**src/rtl/mem_arbiter.sv**
```systemverilog
// rtl/mem_arbiter.sv - byte-serial RAM port arbiter for instruction fetch and MEM stage (optional MEM_ARB_RR_EN: round-robin grant)
module mem_arbiter #(
    parameter int ADDR_W = 32,
    parameter int DATA_W = 32
) (
    input  logic              clk,
    input  logic              rst,
    input  logic              if_req,
    input  logic [ADDR_W-1:0] if_addr,
    output logic              if_done,
    output logic [DATA_W-1:0] if_data,
    input  logic              mem_req,
    input  logic              mem_we,
    input  logic [1:0]        mem_len,
    input  logic [ADDR_W-1:0] mem_addr,
    input  logic [DATA_W-1:0] mem_wdata,
    output logic              mem_done,
    output logic [DATA_W-1:0] mem_rdata,
    input  logic              flush,
    output logic [ADDR_W-1:0] ram_a,
    output logic              ram_wr,
    output logic [7:0]        ram_dout,
    input  logic [7:0]        ram_din,
    output logic              busy
);

    typedef enum logic [1:0] {IDLE, IF_RD, MEM_RD, MEM_WR} state_t;

    state_t            state, state_nx;
    logic [2:0]        k;        // address index; also counts cycles within the transfer
    logic [2:0]        cap;      // index of the next byte to capture from ram_din
    logic [2:0]        n_bytes;
    logic [2:0]        k_inc;
    logic [DATA_W-1:0] rbuf;     // partial read word, kept apart so outputs hold until completion
    logic [DATA_W-1:0] wbuf;
    logic [DATA_W-1:0] rd_word;
    logic              req_if_ok, req_mem_ok;
    logic              grant_if, grant_mem;
    logic              rd_active;

    function automatic logic [2:0] len_bytes(input logic [1:0] len);
        case (len)
            2'd0:    return 3'd1;
            2'd1:    return 3'd2;
            default: return 3'd4;
        endcase
    endfunction

`ifdef MEM_ARB_RR_EN
    logic last_mem;

    // Remember which requester was served last so a tie goes to the other one
    always_ff @(posedge clk) begin
        if (rst)
            last_mem <= 1'b0;
        else if (grant_if || grant_mem)
            last_mem <= grant_mem;
    end
`endif

    // Arbitration, next-state selection and read-word assembly
    always_comb begin
        req_mem_ok = mem_req && !if_done && !mem_done;
        req_if_ok  = if_req && !flush && !if_done && !mem_done;
        grant_mem  = 1'b0;
        grant_if   = 1'b0;
        k_inc      = k + 3'd1;
        rd_active  = (state == IF_RD && !flush) || state == MEM_RD;
        rd_word    = rbuf;
        rd_word[{cap[1:0], 3'b000} +: 8] = ram_din;
        if (state == IDLE) begin
`ifdef MEM_ARB_RR_EN
            grant_mem = req_mem_ok && (!req_if_ok || !last_mem);
`else
            grant_mem = req_mem_ok;
`endif
            grant_if  = req_if_ok && !grant_mem;
        end
        state_nx = state;
        case (state)
            IDLE: begin
                if (grant_mem)
                    state_nx = mem_we ? MEM_WR : MEM_RD;
                else if (grant_if)
                    state_nx = IF_RD;
            end
            IF_RD: begin
                if (flush || k == n_bytes + 3'd1)
                    state_nx = IDLE;
            end
            MEM_RD: begin
                if (k == n_bytes + 3'd1)
                    state_nx = IDLE;
            end
            MEM_WR: begin
                if (k == n_bytes)
                    state_nx = IDLE;
            end
            default: state_nx = IDLE;
        endcase
    end

    // State register
    always_ff @(posedge clk) begin
        if (rst)
            state <= IDLE;
        else
            state <= state_nx;
    end

    // Address sequencing, byte capture/emission and done pulses
    always_ff @(posedge clk) begin
        if (rst) begin
            k         <= '0;
            cap       <= '0;
            n_bytes   <= '0;
            rbuf      <= '0;
            wbuf      <= '0;
            ram_a     <= '0;
            ram_wr    <= 1'b0;
            ram_dout  <= '0;
            if_data   <= '0;
            mem_rdata <= '0;
            if_done   <= 1'b0;
            mem_done  <= 1'b0;
        end else begin
            if_done  <= 1'b0;
            mem_done <= 1'b0;
            case (state)
                IDLE: begin
                    if (grant_mem || grant_if) begin
                        k       <= '0;
                        cap     <= '0;
                        rbuf    <= '0;
                        ram_a   <= grant_mem ? mem_addr : if_addr;
                        n_bytes <= grant_mem ? len_bytes(mem_len) : 3'd4;
                    end
                    if (grant_mem && mem_we) begin
                        ram_wr   <= 1'b1;
                        ram_dout <= mem_wdata[7:0];
                        wbuf     <= mem_wdata;
                    end
                end
                IF_RD, MEM_RD: begin
                    if (rd_active) begin
                        k <= k_inc;
                        if (k_inc < n_bytes)
                            ram_a <= ram_a + ADDR_W'(1);
                        // ram_din lags its address by one cycle, so capture starts at k = 1
                        if (k != 3'd0 && cap < n_bytes) begin
                            cap <= cap + 3'd1;
                            if (cap == n_bytes - 3'd1) begin
                                if (state == IF_RD) begin
                                    if_data <= rd_word;
                                    if_done <= 1'b1;
                                end else begin
                                    mem_rdata <= rd_word;
                                    mem_done  <= 1'b1;
                                end
                            end else begin
                                rbuf <= rd_word;
                            end
                        end
                    end
                end
                MEM_WR: begin
                    k <= k_inc;
                    if (k_inc < n_bytes) begin
                        ram_a    <= ram_a + ADDR_W'(1);
                        ram_dout <= wbuf[{k_inc[1:0], 3'b000} +: 8];
                    end else if (k_inc == n_bytes) begin
                        ram_wr   <= 1'b0;
                        mem_done <= 1'b1;
                    end
                end
                default: ;
            endcase
        end
    end

    assign busy = (state != IDLE);

endmodule

```
**config.mk**
```make
export PLATFORM = sky130hd
export DESIGN_NAME = mem_arbiter
export DESIGN_NICKNAME = d
export VERILOG_FILES = /design/src/rtl/mem_arbiter.sv
export SDC_FILE = /design/constraint.sdc
export NUM_CORES = 1
export LEC_CHECK = 0
export CAP_MARGIN = 20
export CORE_UTILIZATION = 55
export CTS_BUF_LIST = sky130_fd_sc_hd__clkbuf_2 sky130_fd_sc_hd__clkbuf_4 sky130_fd_sc_hd__clkbuf_8
export DETAILED_ROUTE_END_ITERATION = 8
export PLACE_DENSITY = 0.88
export SYNTH_ARGS = -nofsm -noshare
export SYNTH_HDL_FRONTEND = slang
export SYNTH_SLANG_ARGS = --single-unit
export TNS_END_PERCENT = 50
```
**constraint.sdc**
```tcl
create_clock -name clk -period 7 [get_ports clk]
set_input_delay 2.1 -clock clk [delete_from_list [all_inputs] [get_ports clk]]
set_output_delay 2.1 -clock clk [all_outputs]
set_load 0.005 [all_outputs]
```
* Word level (Yosys, flattened, before mapping)
Index checks and enable logic that the tools add are counted.
** Cells by class
- Bitwise operators :: 5
- Equal/unequal tests :: 20
- $add $sub $neg :: 6
- Shift operators :: 3
- Multiplexer cells :: 43
- Multipliers :: 0
- Order comparisons :: 2
- Reductions and logical operators :: 34
- Div/mod/pow operators :: 0
** Operators with widths (number)
- $mux 32 :: 8
- $pmux 32 s3 :: 1
- $pmux 32 s2 :: 1
- $add 32x1->32 const B :: 1
- $bwmux 32 :: 1
- $shift 8x7->32 const A :: 1
- $shiftx 32x6->8 :: 1
- $shiftx 8x7->32 :: 1
- $mux 8 :: 2
- $pmux 8 s2 :: 1
- $mux 3 :: 5
- $reduce_and 5->1 :: 3
- $ne 2x2->1 const B :: 7
- $mux 1 :: 13
- $eq 3x3->1 :: 4
- $pmux 3 s2 :: 2
- $reduce_and 4->1 :: 3
- $mux 2 :: 5
- $add 3x1->3 const B :: 3
- $logic_and 1x1->1 :: 9
- $pmux 3 s3 :: 1
- $ne 2x1->1 const B :: 4
- $pmux 2 s4 :: 1
- $neg 5->7 :: 1
- other kinds (16) :: 34
** Storage, ports and cells
- Input port bits :: 112
- Memory bits (read-only) :: 0
- Memories kept :: 0
- Bits in latches :: 0
- Word-level logic and storage cells :: 126
- Register bits :: 182
- Memory bits (writable) :: 0
- Output and inout bits :: 108

* Depth between registers and ports, before layout
Gate-level depths: netlist (run 1).
- Depth after elaboration :: 9
- Mapped depth :: 10
- Gate-level depth less buffers :: 8

* Worst setup path after synthesis (run 1)
Ideal clock, no wire load.
- Path kind :: input to register
- Start :: in mem_req
- End :: reg ram_dout[5]
- Buffers on the path :: 1
- Required time :: 6.914 ns
- Arrival :: 3.672 ns
- Setup time :: 0.086 ns
- Setup slack :: 3.243 ns
- Cell stages on the path :: 6
- Cells stage by stage :: nor3b_1 > nand3_1 > a221oi_1 > clkbuf_1 > nor2_1 > a211oi_1
** Between the ends
- Word-level cells in the longest chain between the ends :: 6
** Ends and longest elaborated chain
- from (decl) :: line 12 : input logic mem_req,
- $logic_and 1x1->1 (2 in a row) :: line 63 : req_mem_ok = mem_req && !if_done && !mem_done;
- $mux 1 :: line 71 : if (state == IDLE) begin
- $logic_and 1x1->1 :: line 138 : if (grant_mem && mem_we) begin
- $ne 2x1->1 (no source line)
- $reduce_and 3->1 (no source line)
- to (signal assigned) :: line 140 : ram_dout <= mem_wdata[7:0];
- to (signal assigned) :: line 170 : ram_dout <= wbuf[{k_inc[1:0], 3'b000} +: 8];
- to (decl) :: line 22 : output logic [7:0] ram_dout,
No other way between the ends.
A chain may end at the register's enable or synchronous reset.

* Worst setup path in the final report (run 1)
- Start :: reg state[0]
- End :: out busy
** Between the ends
- Word-level cells in the longest chain between the ends :: 1
** Ends and longest elaborated chain
- from (decl) :: line 29 : state_t state, state_nx;
- from (signal assigned) :: line 108 : state <= state_nx;
- $reduce_bool 2->1 :: line 181 : assign busy = (state != IDLE);
- to (decl) :: line 24 : output logic busy
No other way between the ends.

==> flow_summary.yaml, run 1 <==
floorplanning:
  die_area_sq_um: 16800
  num_io_pins: 220
  die_w_um: 130
  fp.dieH_um: 130
  initial_core_util: 0.565
  core_area_sq_um: 15900
  rows: 46
cells_and_area:
  nNetsFinal: 1409
  area_growth_pct: 29.5
  layout-drive-gt1-share: 0.0567
  antenna_cells: 0
  design_area_sq_um: 11600
routing:
  totalWireLength_um: 25200
  ant_nets: 0
  drt-pass1-iter-count: 6
  viasPerCell: 6.00
  drc: 0
  drt_iter0_drc: 867
  drt-wirelength-per-cell_um: 16.7
  vias: 9028
global_route:
  grt_max_degree: 97
  antenna_found_initial: 0
  grt_pass1_wl_um: 40700
  overflow: 0
  grt_pass1_vias: 8312
  track_usage: 0.304
logic_synthesis:
  syn_inst: 1111
  syn_area_sq_um: 8980
  synth_warnings: 0
  yosysTopAreaCellShare: 0.406
  synth_ff_type: "dfxtp_1"
  ys_top_cells_by_count: "182 x dfxtp_1, 148 x a21oi_1, 143 x nand2_1"
  ys_ff_latch: 182
  synthTopCellsByArea: "dfxtp_1 41%, a21oi_1 8.2%, a211oi_1 6.2%"
  async_flop_share: 0
  syn_area_per_cell_sq_um: 8.08
  synth_edf_count: 0
  yosysMostFrequentCell: "dfxtp_1"
  ys_types: 64
  yosysTopAreaCell: "dfxtp_1"
  ys_seq_area_frac: 0.406
  syn_nets: 1245
clocking:
  postCtsSetupRepairBufs: 0
  clkTransAtPathRegs_ns: 0.09
  cts_resized: 0
  worst_skew_pair.late_latency_ns: 0.49
  cts_buffers: 17
  holdBufCountCts: 0
  clock_sinks: 182
  cts_root_buffer: "clkbuf_8"
  cts_tree: "built"
  clock_path_buffers: 2
  h-tree-depth: 4
run:
  drv_cap: 0
placement:
  gp_congestion: 0.859
  placed_cell_area_sq_um: 11200
  io_buffers: 219
  dp_hpwl_um: 16900
  pre_cts_ws_ns: 2.41
timing:
  tightest_slew_ns: 1.15
  rsz0062_at_grt: "no"
  finalCritPeriodShare: 0.604
  setup-violations-final: 0
  max_slew_margin: 0.224
  fmax_ghz: 0.236
  worst_clock_skew_ns: 0.0165
  worst_slack_ns: 2.77
  holdWs_ns: 0.458
  fin_tns_setup_ns: 0
  finalHoldViolations: 0
  final-max-slew-violation-count: 0
  min_period_ns: 4.23
power:
  switching_share: 0.396
  switching_power_mw: 1.33
  intPower_mw: 2.04
  pwr-share-seq: 0.392
  p_per_area_nw_per_um2: 290
  ir_drop_uv: 305
  power_frac_comb: 0.389
  p_clk_frac: 0.219
  power.leakage_nw: 3.95
  totalPowerFinal_mw: 3.37
setup_path:
  end_kind: "primary output"
  crit_start: "state[0]"
  r2r-start: "k[0]"
  path_class: "register to primary output"
  worstPathArrival_ns: 2.13
  crit_path_start_kind: "register"
  crit_required_ns: 4.90
  worst-path-max-fanout: 32
run_status:
  outcome: "completed"
min_path:
  holdCritPathClass: "register to register"
  min_from: "wbuf[9]"
cell families (layout without fill, tap and decap cells):
group,Yosys count,in the layout,synth area share
AND/OR/NAND/NOR,417,417,0.230
flip-flops,182,182,0.406
multiplexers,26,26,0.0405
XOR/XNOR,7,7,0.0100
AO/OA/AOI/OAI,349,349,0.234
adder cells (fa/ha/maj),22,22,0.0306
buffers and inverters,108,285,0.0492
worst max-delay path: stages, from the launching register on:
cell             delay, ns
dfxtp_1               0.40
inv_1                 0.10
ha_2                  0.19
inv_1                 0.05
buf_4                 0.33
clkdlybuf4s50_1       0.58
layout make-up:
type	instances	area, sq um
Clock buffer	17	234
Clock inverter	15	170
Fill cell	1267	4250
Inverter	20	75.1
Multi-Input combinational cell	821	4930
Sequential cell	182	3640
Tap cell	216	270
Timing Repair Buffer	233	2310
worst paths after layout:
kind / to / slack (ns) / cells after the start
worst max-delay path: busy / 2.77 / 5
worst min-delay path: wbuf[9] / 0.46 / 2
worst max register to register: ram_a[20] / 3.32 / 8
worst min register to register: wbuf[9] / 0.46 / 2
sequential cells by signal (all words and copies together) (netlist names), 2 cells and up:
signal / flops
ram_dout: 8
ram_a: 32
mem_rdata: 32
cap: 3
rbuf: 32
wbuf: 32
n_bytes: 3
state: 2
k: 3
if_data: 32
routing by layer:
metal | routed length [um] | global-route usage | vias up
li1 | - | - | 4356
met1 | 10400 | 0.382 | 4202
met2 | 12400 | 0.511 | 404
met3 | 1580 | 0.0533 | 66
met4 | 838 | 0.139 | 0
met5 | 0 | 0 | -
power by group through the flow:
stage | sequential (mW) | clock (mW) | combinational, mW
3_5_place_dp | 1.33 | 0 | 1.29
4_1_cts | 1.31 | 0.744 | 1.29
5_1_grt | 1.34 | 0.780 | 1.44
2_1_floorplan | 1.30 | 0 | 0.790
6_report | 1.32 | 0.737 | 1.31
3_3_place_gp | 1.33 | 0 | 1.23
per-stage QoR:
stage / cells / util
6_report: 1504 / 0.732
3_5_place_dp: 1470 / 0.706
2_1_floorplan: 1111 / -
4_1_cts: 1502 / 0.732
3_3_place_gp: 1469 / 0.704
5_1_grt: 1504 / 0.732
layout by cell type, fill, tap and decap left out, drive strengths merged, types with 4 or more instances in the layout:
cell	netlist	routed
nand4	11	11
a31oi	13	13
or4	36	36
ha	22	22
nand3	19	19
nor2b	36	36
o21a	4	4
mux4	8	8
clkinv	0	5
nor3	15	15
nor4	17	17
o21ai	72	72
and4	5	5
nor4b	4	4
nor2	104	104
dfxtp	182	182
a32o	5	5
a21o	4	4
a211oi	74	74
mux2i	15	15
clkbuf	73	19
and2	5	5
buf	15	13
inv	20	26
a21oi	148	148
and3	6	6
clkdlybuf4s50	0	218
nand2	143	143
No activity file was read; power rests on OpenSTA's default activity.
==> inputs of run 2 (changes only) <==
--- a/config.mk
+++ b/config.mk
@@ -6,10 +6,10 @@
 export NUM_CORES = 1
 export LEC_CHECK = 0
 export CAP_MARGIN = 20
-export CORE_UTILIZATION = 55
+export CORE_UTILIZATION = 51
 export CTS_BUF_LIST = sky130_fd_sc_hd__clkbuf_2 sky130_fd_sc_hd__clkbuf_4 sky130_fd_sc_hd__clkbuf_8
 export DETAILED_ROUTE_END_ITERATION = 8
-export PLACE_DENSITY = 0.88
+export PLACE_DENSITY = 0.82
 export SYNTH_ARGS = -nofsm -noshare
 export SYNTH_HDL_FRONTEND = slang
 export SYNTH_SLANG_ARGS = --single-unit
==> constraint.sdc (replaced) <==
create_clock -name clk -period 4.04 [get_ports clk]
set_input_delay 1.212 -clock clk [delete_from_list [all_inputs] [get_ports clk]]
set_output_delay 1.212 -clock clk [all_outputs]
set_load 0.005 [all_outputs]
==> run 2 against run 1 <==
Net effect:
- core utilization fell by 5.7 points
- non-clock buffer count increased by 6
- flip-flop and latch count unchanged
- routed wire length down 1.5%
- design area about the same
- sequential power increased by 73%
- cell count grew 1.0%
- combinational power rose by 73%
- critical path type is now register to register
- largest power group unchanged
- highest routed layer unchanged
==> flow_summary.yaml, run 2 (synthesized netlist as in run 1, its figures left out) <==
timing:
  finalHoldViolations: 0
  fmax_ghz: 0.302
  setup-violations-final: 0
  worst_clock_skew_ns: 0.0157
  max_slew_margin: 0.253
  min_period_ns: 3.31
  rsz0062_at_grt: "no"
  finalCritPeriodShare: 0.819
  final-max-slew-violation-count: 0
  worst_slack_ns: 0.733
  tightest_slew_ns: 1.11
  fin_tns_setup_ns: 0
cells_and_area:
  mostFrequentLayoutCells: "218 x clkdlybuf4s50_1, 182 x dfxtp_1, 148 x a21oi_1"
  layout-drive-gt1-share: 0.0611
  layout_commonest_cell: "clkdlybuf4s50_1"
  nNetsFinal: 1415
  final_cell_count_no_fill: 1519
  area_growth_pct: 29.6
  fill_cells: 1456
  antenna_cells: 0
floorplanning:
  core_area_sq_um: 17200
  die_w_um: 135
  num_io_pins: 220
  rows: 48
  fp.dieH_um: 135
  initial_core_util: 0.521
  die_area_sq_um: 18100
power:
  intPower_mw: 3.42
  p_clk_frac: 0.205
  switching_power_mw: 2.31
  switching_share: 0.403
  p_per_area_nw_per_um2: 492
  power.leakage_nw: 3.96
  ir_drop_uv: 339
  pwr-share-seq: 0.400
  power_frac_comb: 0.395
clocking:
  cts_buffers: 17
  cts_root_buffer: "clkbuf_8"
  postCtsSetupRepairBufs: 0
  clkTransAtPathRegs_ns: 0.10
  cts_resized: 0
  clock_path_buffers: 2
  worst_skew_pair.late_latency_ns: 0.47
  holdBufCountCts: 0
  h-tree-depth: 4
  clock_sinks: 182
  cts_tree: "built"
routing:
  totalWireLength_um: 24800
  met2_length_um: 12500
  drt_iter0_drc: 815
  highest_layer: "met4"
  drt-wirelength-per-cell_um: 16.3
  ant_nets: 0
  drt-pass1-iter-count: 5
  viasPerCell: 5.83
  met3WireLength_um: 1360
  drc: 0
  wl_met1_um: 10400
  vias: 8859
global_route:
  overflow: 0
  grt_max_degree: 76
  antenna_found_initial: 0
  track_usage: 0.274
  grt_pass1_vias: 8090
  grt_pass1_wl_um: 40400
setup_path:
  crit_slowest_cell: "a211o_1"
  end_kind: "register"
  slowest_delay_ns: 0.86
  rr_worst_depth: 8
  worst-path-buf-inv: 1
  r2r_end: "ram_a[20]"
  path_class: "register to register"
  worst-path-max-fanout: 33
  reg2reg_slack_ns: 0.73
  r2r-start: "k[0]"
  crit_chain: "inv_1, ha_1, ha_1, nand3b_1, a21oi_1, a211o_1, o21ai_0, nor4_1"
  crit_required_ns: 4.42
  worstPathArrival_ns: 3.69
  critical_path.most_common_cell: "ha_1"
  crit_family: "compound AO/OA/AOI/OAI gates"
  crit_path_start_kind: "register"
min_path:
  min_from: "wbuf[5]"
  hold_end: "wbuf[5]"
  holdCritPathClass: "register to register"
  holdPathStages: 2
placement:
  gp_congestion: 0.887
  io_buffers: 219
  placedCellCount: 1486
  dp_hpwl_um: 17300
  pre_cts_ws_ns: 0.426
run:
  drv_cap: 0
run_status:
  outcome: "completed"
## run 2: layout make-up
type / instances / area [sq um] / area share
multi-input combinational: 821 / 4930 / 0.424
clock inverter: 15 / 138 / 0.0118
inverter: 20 / 75.1 / 0.00645
timing repair buffer: 239 / 2340 / 0.201
clock buffer: 17 / 234 / 0.0201
tap: 225 / 282 / 0.0242
sequential: 182 / 3640 / 0.313
## run 2: worst max-delay path by stage
stage / from / to / cells past startpoint / slack [ns]
2_1_floorplan: mem_req / ram_dout[5] / 6 / 1.17
3_3_place_gp: flush / ram_a[20] / 6 / 0.48
3_5_place_dp: flush / ram_a[20] / 6 / 0.43
4_1_cts: k[0] / ram_a[20] / 8 / 0.73
5_1_grt: k[0] / ram_a[20] / 8 / 0.47
6_report: k[0] / ram_a[20] / 8 / 0.73
## run 2: layer usage
metal  global-route usage  vias up
li1                     -     4382
met4               0.0780        0
met3               0.0499       41
met1                0.345     4143
met5                    0        -
met2                0.478      293
## run 2: stage by stage
step / instance area (sq um) / hold WS (ns) / total power, mW / util
finish: 11600 / 0.458 / 5.73 / 0.675
CTS: 11600 / 0.462 / 5.73 / 0.675
global route: 11600 / 0.486 / 6.08 / 0.675
global placement: 11300 / 0.439 / 4.51 / 0.653
floorplan: 8980 / 0.433 / 3.62 / -
detailed placement: 11300 / 0.447 / 4.57 / 0.653
## run 2: worst min-delay path: stages (launching register included)
cell and delay (ns):
dfxtp_1 0.32, nand2_1 0.05, a21oi_1 0.05
## run 2: power by group through the flow
stage	Combinational, mW	Clock, mW	Sequential (mW)
floorplan	1.37	0	2.25
global placement	2.20	0	2.31
detailed placement	2.24	0	2.32
CTS	2.25	1.20	2.28
global route	2.49	1.27	2.33
finish	2.26	1.17	2.29
==> inputs of run 3 (changes only) <==
--- a/config.mk
+++ b/config.mk
@@ -6,10 +6,10 @@
 export NUM_CORES = 1
 export LEC_CHECK = 0
 export CAP_MARGIN = 20
-export CORE_UTILIZATION = 51
+export CORE_UTILIZATION = 47
 export CTS_BUF_LIST = sky130_fd_sc_hd__clkbuf_2 sky130_fd_sc_hd__clkbuf_4 sky130_fd_sc_hd__clkbuf_8
 export DETAILED_ROUTE_END_ITERATION = 8
-export PLACE_DENSITY = 0.82
+export PLACE_DENSITY = 0.8
 export SYNTH_ARGS = -nofsm -noshare
 export SYNTH_HDL_FRONTEND = slang
 export SYNTH_SLANG_ARGS = --single-unit
==> constraint.sdc (replaced) <==
create_clock -name clk -period 2.8 [get_ports clk]
set_input_delay 0.84 -clock clk [delete_from_list [all_inputs] [get_ports clk]]
set_output_delay 0.84 -clock clk [all_outputs]
set_load 0.005 [all_outputs]
==> run 3 against run 2 <==
Net effect:
- critical path depth shrank 4
- sequential power up 42%
- design area grew 3.3%
- total power is 52% higher
- routed wire length up 6.4%
- via count rose by 1.9%
- critical endpoint is now busy
- highest routed layer unchanged
==> flow_summary.yaml, run 3 (synthesized netlist as in run 1, its figures left out) <==
floorplanning:
  rows: 50
  die_area_sq_um: 19700
  fp.dieH_um: 140
  die_w_um: 140
  num_io_pins: 220
  initial_core_util: 0.480
  core_area_sq_um: 18700
setup_path:
  slowest_delay_ns: 0.52
  path_class: "register to primary output"
  critical_path.most_common_cell: "inv_1"
  crit_start: "state[0]"
  crit_slowest_cell: "clkdlybuf4s50_1"
  worst-path-max-fanout: 11
  worstPathArrival_ns: 1.88
  r2r-start: "n_bytes[1]"
  reg2reg_slack_ns: 0.21
  r2r_end: "mem_rdata[20]"
  end_kind: "primary output"
  rr_worst_depth: 8
  crit_required_ns: 1.96
  crit_path_start_kind: "register"
  crit_chain: "inv_1, ha_4, inv_1, clkdlybuf4s50_1"
  setup.worst_path.end: "busy"
cells_and_area:
  layout_commonest_cell: "clkdlybuf4s50_1"
  layout-drive-gt1-share: 0.0802
  mostFrequentLayoutCells: "218 x clkdlybuf4s50_1, 182 x dfxtp_1, 148 x a21oi_1"
  design_area_sq_um: 12000
  final_cell_count_no_fill: 1555
  area_growth_pct: 33.8
  nNetsFinal: 1442
  final_util: 0.642
  fill_cells: 1612
  antenna_cells: 0
timing:
  fmax_ghz: 0.368
  worst_clock_skew_ns: 0.0153
  setup-violations-final: 0
  min_period_ns: 2.72
  finalCritPeriodShare: 0.970
  max_slew_margin: 0.500
  finalHoldViolations: 0
  tightest_slew_ns: 0.750
  holdWs_ns: 0.457
  final-max-slew-violation-count: 0
  rsz0062_at_grt: "no"
routing:
  drc: 0
  viasPerCell: 5.81
  drt-pass1-iter-count: 5
  vias: 9027
  ant_nets: 0
  drt-wirelength-per-cell_um: 17.0
  drt_iter0_drc: 718
  totalWireLength_um: 26400
clocking:
  worst_skew_pair.late_latency_ns: 0.47
  clock_sinks: 182
  clkTransAtPathRegs_ns: 0.09
  holdBufCountCts: 0
  cts_root_buffer: "clkbuf_8"
  clock_path_buffers: 2
  h-tree-depth: 4
  cts_buffers: 17
  cts_tree: "built"
global_route:
  antenna_found_initial: 0
  grt_pass1_vias: 8339
  grt_pass1_wl_um: 42300
  track_usage: 0.266
  grt_max_degree: 107
  overflow: 0
power:
  pwr-share-seq: 0.376
  power.leakage_nw: 4.15
  switching_share: 0.383
  p_per_area_nw_per_um2: 723
  switching_power_mw: 3.33
  intPower_mw: 5.36
  p_clk_frac: 0.206
  power_frac_comb: 0.418
  ir_drop_uv: 490
placement:
  io_buffers: 219
  dp_hpwl_um: 17900
  placed_cell_area_sq_um: 11600
  placedCellCount: 1522
  gp_congestion: 0.887
run:
  drv_cap: 0
min_path:
  holdCritPathClass: "register to register"
run_status:
  outcome: "completed"
[run 3: changes by cell type in the layout (fill, tap and decap cells not counted), sizes merged]
cell | previous run | this run
buf | 21 | 47
clkbuf | 17 | 25
inv | 28 | 22
clkinv | 5 | 3
bufinv | 0 | 1
[run 3: how the worst min path moves through the flow]
stage | end | depth (start not counted) | startpoint | slack [ns]
2_1_floorplan | wbuf[0] | 2 | wbuf[0] | 0.43
3_3_place_gp | wbuf[2] | 2 | wbuf[2] | 0.44
3_5_place_dp | wbuf[2] | 2 | wbuf[2] | 0.45
4_1_cts | wbuf[2] | 2 | wbuf[2] | 0.46
5_1_grt | wbuf[22] | 2 | wbuf[22] | 0.48
6_report | wbuf[2] | 2 | wbuf[2] | 0.46
[run 3: repair_timing]
action | 4_1_cts | 5_1_grt
endpoints found under the hold margin | 0 | 0
endpoints found under the setup margin | 0 | 7
gates resized for setup | 0 | 4
setup buffers | 0 | 0
[run 3: layout make-up]
type                    count  area [sq um]  share of cell area
clock buffers              24           305              0.0254
clock inverters             8          88.8             0.00739
inverters                  20          75.1             0.00625
multi-input cells         821          4950               0.412
flip-flops and latches    182          3640               0.303
well taps                 234           293              0.0244
repair buffers            266          2660               0.222
[run 3: power groups by stage]
stage	clock network [mW]	registers, mW	logic [mW]
2_1_floorplan	0	3.25	1.98
3_3_place_gp	0	3.30	3.48
3_5_place_dp	0	3.31	3.55
4_1_cts	1.82	3.25	3.58
5_1_grt	1.92	3.32	3.94
6_report	1.79	3.26	3.63
[run 3: worst max-delay path, delay by kind of cell (launching register included)]
| kind | cells | cell delay, ns |
|---|---|---|
| buf+inv | 3 | 0.77 |
| flops | 1 | 0.40 |
| fa+ha+maj | 1 | 0.23 |
[run 3: routing by layer]
metal | up-vias | track usage | part of all wire
met4 | 0 | 0.111 | 0.028
li1 | 4425 | - | -
met5 | - | 0 | 0
met2 | 350 | 0.435 | 0.48
met1 | 4204 | 0.347 | 0.43
met3 | 48 | 0.0462 | 0.062
[run 3: through the flow]
| stage | TNS [ns] | setup WS [ns] | power, mW |
|---|---|---|---|
| floorplan | 0 | 0.0948 | 5.23 |
| global placement | 0 | 0.00792 | 6.78 |
| detailed placement | -0.219 | -0.0276 | 6.86 |
| CTS | 0 | 0.0440 | 8.65 |
| global route | 0 | 0.0411 | 9.17 |
| finish | 0 | 0.0838 | 8.69 |
==> RTL change 1 (flow settings as in run 3) <==
Add an input register stage for `ram_din`; this delays it by one clock. The other inputs are not delayed to match. Comments in the files are not updated.
--- a/src/rtl/mem_arbiter.sv
+++ b/src/rtl/mem_arbiter.sv
@@ -25,6 +25,12 @@
 );
 
     typedef enum logic [1:0] {IDLE, IF_RD, MEM_RD, MEM_WR} state_t;
+
+    logic [7:0] ram_din_q;
+
+    always_ff @(posedge clk) begin
+        ram_din_q <= ram_din;
+    end
 
     state_t            state, state_nx;
     logic [2:0]        k;        // address index; also counts cycles within the transfer
@@ -67,7 +73,7 @@
         k_inc      = k + 3'd1;
         rd_active  = (state == IF_RD && !flush) || state == MEM_RD;
         rd_word    = rbuf;
-        rd_word[{cap[1:0], 3'b000} +: 8] = ram_din;
+        rd_word[{cap[1:0], 3'b000} +: 8] = ram_din_q;
         if (state == IDLE) begin
 `ifdef MEM_ARB_RR_EN
             grant_mem = req_mem_ok && (!req_if_ok || !last_mem);
Behaviour: not the same (a bounded check fails within 4 cycles, from zero or initial values and one cycle with rst high).
==> RTL change 1 against run 3 <==
Via count increased by 4.3%; sequential cell count increased by 8; maximum frequency increased by 0.32%; die area increased by 3.4%; wire length increased by 4.8%; sequential share of layout area increased by 0.60 points; design area increased by 2.4%; clock skew increased by 11 ps; count of clock-buffer cells in the layout decreased by 7; total power increased by 6.3%; setup slack improved by 8.7 ps; area after synthesis increased by 3.5%.
==> RTL change 1: results (changes against run 3) <==
Logic synthesis
  • Cells taking the most area after synthesis: dfxtp_1 (41%), nand2_1 (12%), o21ai_0 (7.1%) (was dfxtp_1 (41%), a21oi_1 (8.2%), a211oi_1 (6.2%))
  • Async set-reset flop share out of synthesis: 0 (unchanged)
  • Post-synthesis sequential area ratio: 0.409 (was 0.406)
  • Synth cell types: 65 (was 64)
  • Post-synth net total: 1346 (was 1245)
  • Commonest cells post-synth: nand2_1 (294), dfxtp_1 (190), o21ai_0 (132) (was dfxtp_1 (182), a21oi_1 (148), nand2_1 (143))
  • Synth warn: 0 (unchanged)

Place
  • Buffers on Ports: 219 (unchanged)
  • DP Wirelength: 19200 um (was 17900 um)
  • Final Wtd Congestion: 0.928 (was 0.887)
  • Pre-CTS setup slack: -5.29 ps (was -27.6 ps)

Worst setup path
  • Top delay family on crit path: buffers and inverters (unchanged)
  • Crit path arrival time: ~1900 ps
  • Worst r2r path cells: 7 (was 8)
  • CP max stage cell: clkdlybuf4s50_1 (unchanged)
  • Slowest stage delay, CP: 520 ps (about the same)
  • Largest fanout on the critical path: 5 (was 11)

Pwr
  • Pleak: 0.00439 uW (was 0.00415 uW)
  • Comb power frac: 0.426 (was 0.418)
  • Maximum VDD drop: 0.525 mV (was 0.490 mV)
  • Switching share of power: 0.399 (was 0.383)
  • Clock Power Share: 0.206 (about the same)

Route
  • DRT iter0 DRCs: 859 (was 718)
  • Wire per inst: 16.4 um (was 17.0 um)
  • Via density: 5.60 (was 5.81)
  • Drt first pass iters: 7 (was 5)

Layout
  • # fillers: 1733 (was 1612)
  • Diodes inserted: 0 (unchanged)
  • Share of post-route cells with drive strength above 1: 0.0790 (was 0.0802)
  • NumNets Final: 1538 (was 1442)

Clock tree
  • CTS buffer count: 17 (unchanged)
  • Resized cells post-CTS: 1 (was 0)
  • Clock Latency Late Sink: around 480 ps
  • Postcts setup bufs: 0 (unchanged)
  • CTS Buffer Depth: 2 (unchanged)
  • H-tree levels: 4 (unchanged)
  • CTS clk-pin slew, worst paths: 110 ps (was 90 ps)
  • Clock Tree Root: clkbuf_8 (unchanged)

Hold path
  • Min-Delay Path Class: reg -> reg (unchanged)
  • Hold depth: 2 (unchanged)

Global routing
  • Largest net degree at the start of global routing: 65 (was 107)
  • Global-route wire length before repair: 44000 um (was 42300 um)
  • Vias in the first global route: 8557 (was 8339)
  • Total track usage: 0.270 (was 0.266)
  • Initial antenna violation count: 0 (unchanged)

STA
  • Final setup skew: 26.5 ps (was 15.3 ps)
  • Tightest Pin Transition: 693 ps (was 750 ps)

Run status
  • Status: complete, no violations (unchanged)
-- RTL change 1: path summary, 6_finish.rpt --
kind	start	to	slack, ps
setup / recovery	state[0]	busy	90
hold / removal	wbuf[0]	wbuf[0]	460
setup reg to reg	n_bytes[1]	if_data[10]	140
hold reg to reg	wbuf[0]	wbuf[0]	460
-- RTL change 1: layout make-up --
| type | instances | area (um^2) | share of cell area |
|---|---|---|---|
| Timing Repair Buffer | 263 | 2610 | 0.212 |
| Tap cell | 265 | 332 | 0.0270 |
| Clock buffer | 17 | 234 | 0.0190 |
| Sequential cell | 190 | 3800 | 0.309 |
| Inverter | 15 | 57.6 | 0.00468 |
| Clock inverter | 15 | 188 | 0.0153 |
| Multi-Input combinational cell | 917 | 5080 | 0.413 |
-- RTL change 1: per-stage QoR --
stage | power (uW) | utilization | hold WS (ps) | cells | instance area [um^2]
detailed placement | 7330 | 0.612 | 444 | 1650 | 11900
floorplan | 5650 | - | 431 | 1212 | 9300
global placement | 7250 | 0.612 | 439 | 1650 | 11900
CTS | 9230 | 0.634 | 460 | 1682 | 12300
global route | 9790 | 0.634 | 478 | 1682 | 12300
finish | 9230 | 0.634 | 461 | 1682 | 12300
-- RTL change 1: routing by layer --
metal / part of all wire / global-route usage
met5: 0 / 0
met2: 0.48 / 0.451
met1: 0.43 / 0.355
met4: 0.017 / 0.0809
met3: 0.075 / 0.0476
-- RTL change 1: cells by family (layout without fill, tap and decap cells) --
kind of cell,after synthesis,count (layout),share of synthesized area
xor gates and xnor gates,6,6,0.00875
DFF,190,190,0.409
buffers and inverters,105,310,0.0491
and+or+nand+nor,543,543,0.267
muxes,30,30,0.0439
adders and majority gates,22,22,0.0296
AOI/OAI and AO/OA,316,316,0.193
==> RTL change 2 (settings of run 3) <==
Without the edit above. Build with the macro `MEM_ARB_RR_EN` defined.
--- a/src/rtl/mem_arbiter.sv
+++ b/src/rtl/mem_arbiter.sv
@@ -1,4 +1,6 @@
 // rtl/mem_arbiter.sv - byte-serial RAM port arbiter for instruction fetch and MEM stage (optional MEM_ARB_RR_EN: round-robin grant)
+`define MEM_ARB_RR_EN
+
 module mem_arbiter #(
     parameter int ADDR_W = 32,
     parameter int DATA_W = 32
Formal check against the unedited RTL: no difference found for any inputs over 4 cycles, from zero or initial values and one cycle with rst high; that may be too few to reach the edited logic, so the function may still have changed.
==> RTL change 2 against run 3 <==
Design area grew 3.1%; clock skew hardly changed; sequential power is 4% higher; sequential cell count rose by 1; wire length up 5.6%; via count up 4.5%; first-iteration DRC count up 33%; setup slack improved by 38 ps; sequential share of layout area is 0.75 points lower; total power increased by 12%; area after synthesis rose by 2.8%; synthesized cell count grew 1.7%; critical path depth did not move.
==> RTL change 2: results (changes against run 3) <==
Run status
  • Status: complete, no violations (unchanged)

STA
  • Slew HR: 0.535 (was 0.500)
  • Final setup skew: 15.7 ps (was 15.3 ps)

Worst setup path
  • Worst r2r path cells: 9 (was 8)
  • Crit path arrival time: 1840 ps (was 1880 ps)
  • R2R Setup Slk: 170 ps (was 210 ps)
  • Reg2reg end: ram_a[19] (was mem_rdata[20])
  • R2R Path Start: k[0] (was n_bytes[1])

Place
  • Area after DPL: 0.0120 mm^2 (was 0.0116 mm^2)
  • DP Wirelength: 19400 um (was 17900 um)

Global routing
  • Met3 Usage GRT: 0.0542 (was 0.0462)
  • Total track usage: 0.279 (was 0.266)
  • Met1 Use GR: 0.380 (was 0.347)
  • Global-route wire length before repair: 45000 um (was 42300 um)
  • Met2 Usage GRT: 0.441 (was 0.435)

Logic synthesis
  • Post-synthesis compound-gate area fraction: 0.239 (was 0.234)
  • Synth cell types: 66 (was 64)
  • Synth Area in XOR/XNOR: 0.00867 (was 0.0100)
  • Post-synth net total: 1264 (was 1245)
  • Post-synthesis adder-cell area fraction: 0.0298 (was 0.0306)
  • Multiplexer share of the synthesized area: 0.0506 (was 0.0405)

Pwr
  • Maximum VDD drop: 0.772 mV (was 0.490 mV)
  • Internal power: 5770 uW (was 5360 uW)
  • Pleak: 0.00431 uW (was 0.00415 uW)
  • Total sequential power: 3380 uW (was 3260 uW)
  • Clock Power Share: 0.194 (was 0.206)

Hold path
  • Hold_sp: wbuf[22] (was wbuf[2])
  • Hold Path Sink: wbuf[22] (was wbuf[2])

Route
  • Wire length on met3: 2440 um (was 1640 um)
  • DRT iter0 DRCs: 958 (was 718)
  • Routed wl met2: 12800 um (was 12600 um)
  • Drt first pass iters: 8 (was 5)
  • Wire per inst: 17.4 um (was 17.0 um)
  • Met1 WL: 12100 um (was 11400 um)
  • DR vias: 9437 (was 9027)

Layout
  • Share of post-route cells with drive strength above 1: 0.0984 (was 0.0802)
  • # fillers: 1602 (was 1612)
## RTL change 2: cell count changes after synthesis, moves of 11 or more
cell / run 3 / this run
clkbuf_1: 72 / 91
nand2_1: 143 / 92
nand3_1: 19 / 30
nor2_1: 104 / 139
a21oi_1: 148 / 129
o21ai_0: 72 / 25
or4_1: 35 / 6
nand4_1: 11 / 44
o31ai_1: 3 / 35
## RTL change 2: timing repair
item,CTS,global route
buffers inserted,0,0
gates resized for setup,0,3
hold buffers,0,0
setup endpoints to repair,0,2
## RTL change 2: tightest hold or removal path, stage by stage, from the launching register on
cell and delay [ps]:
dfxtp_1 320, nand2_1 50, a21oi_1 50
## RTL change 2: stage by stage
stage          std cells  total power [uW]  utilization  setup WS, ps
2_1_floorplan       1130              5860            -          48.3
3_3_place_gp        1569              7730        0.631          71.3
3_5_place_dp        1569              7800        0.631          23.0
4_1_cts             1601              9680        0.653          43.6
5_1_grt             1601             10300        0.654          17.4
6_report            1601              9750        0.654           122
## RTL change 2: kinds of logic (layout without fill, tap and decap cells)
group,after synthesis,after routing
muxes,35,35
xor gates and xnor gates,6,6
adders and majority gates,22,22
DFF,183,183
buffers and inverters,120,331
AOI/OAI and AO/OA,341,341
and+or+nand+nor,423,423
## RTL change 2: area by class of cell
class | count | area share
Clock buffer | 22 | 0.0234
Clock inverter | 10 | 0.0105
Sequential cell | 183 | 0.296
Tap cell | 260 | 0.0262
Inverter | 25 | 0.00757
Multi-Input combinational cell | 827 | 0.418
Timing Repair Buffer | 274 | 0.219
## RTL change 2: worst max path at each step
stage,cells after the start,endpoint,from
after floorplan,10,ram_dout[5],k[0]
after CTS,4,busy,state[0]
final,4,busy,state[1]
after global placement,6,state[1],if_req
after global routing,4,busy,state[1]
after detailed placement,8,wbuf[17],mem_req
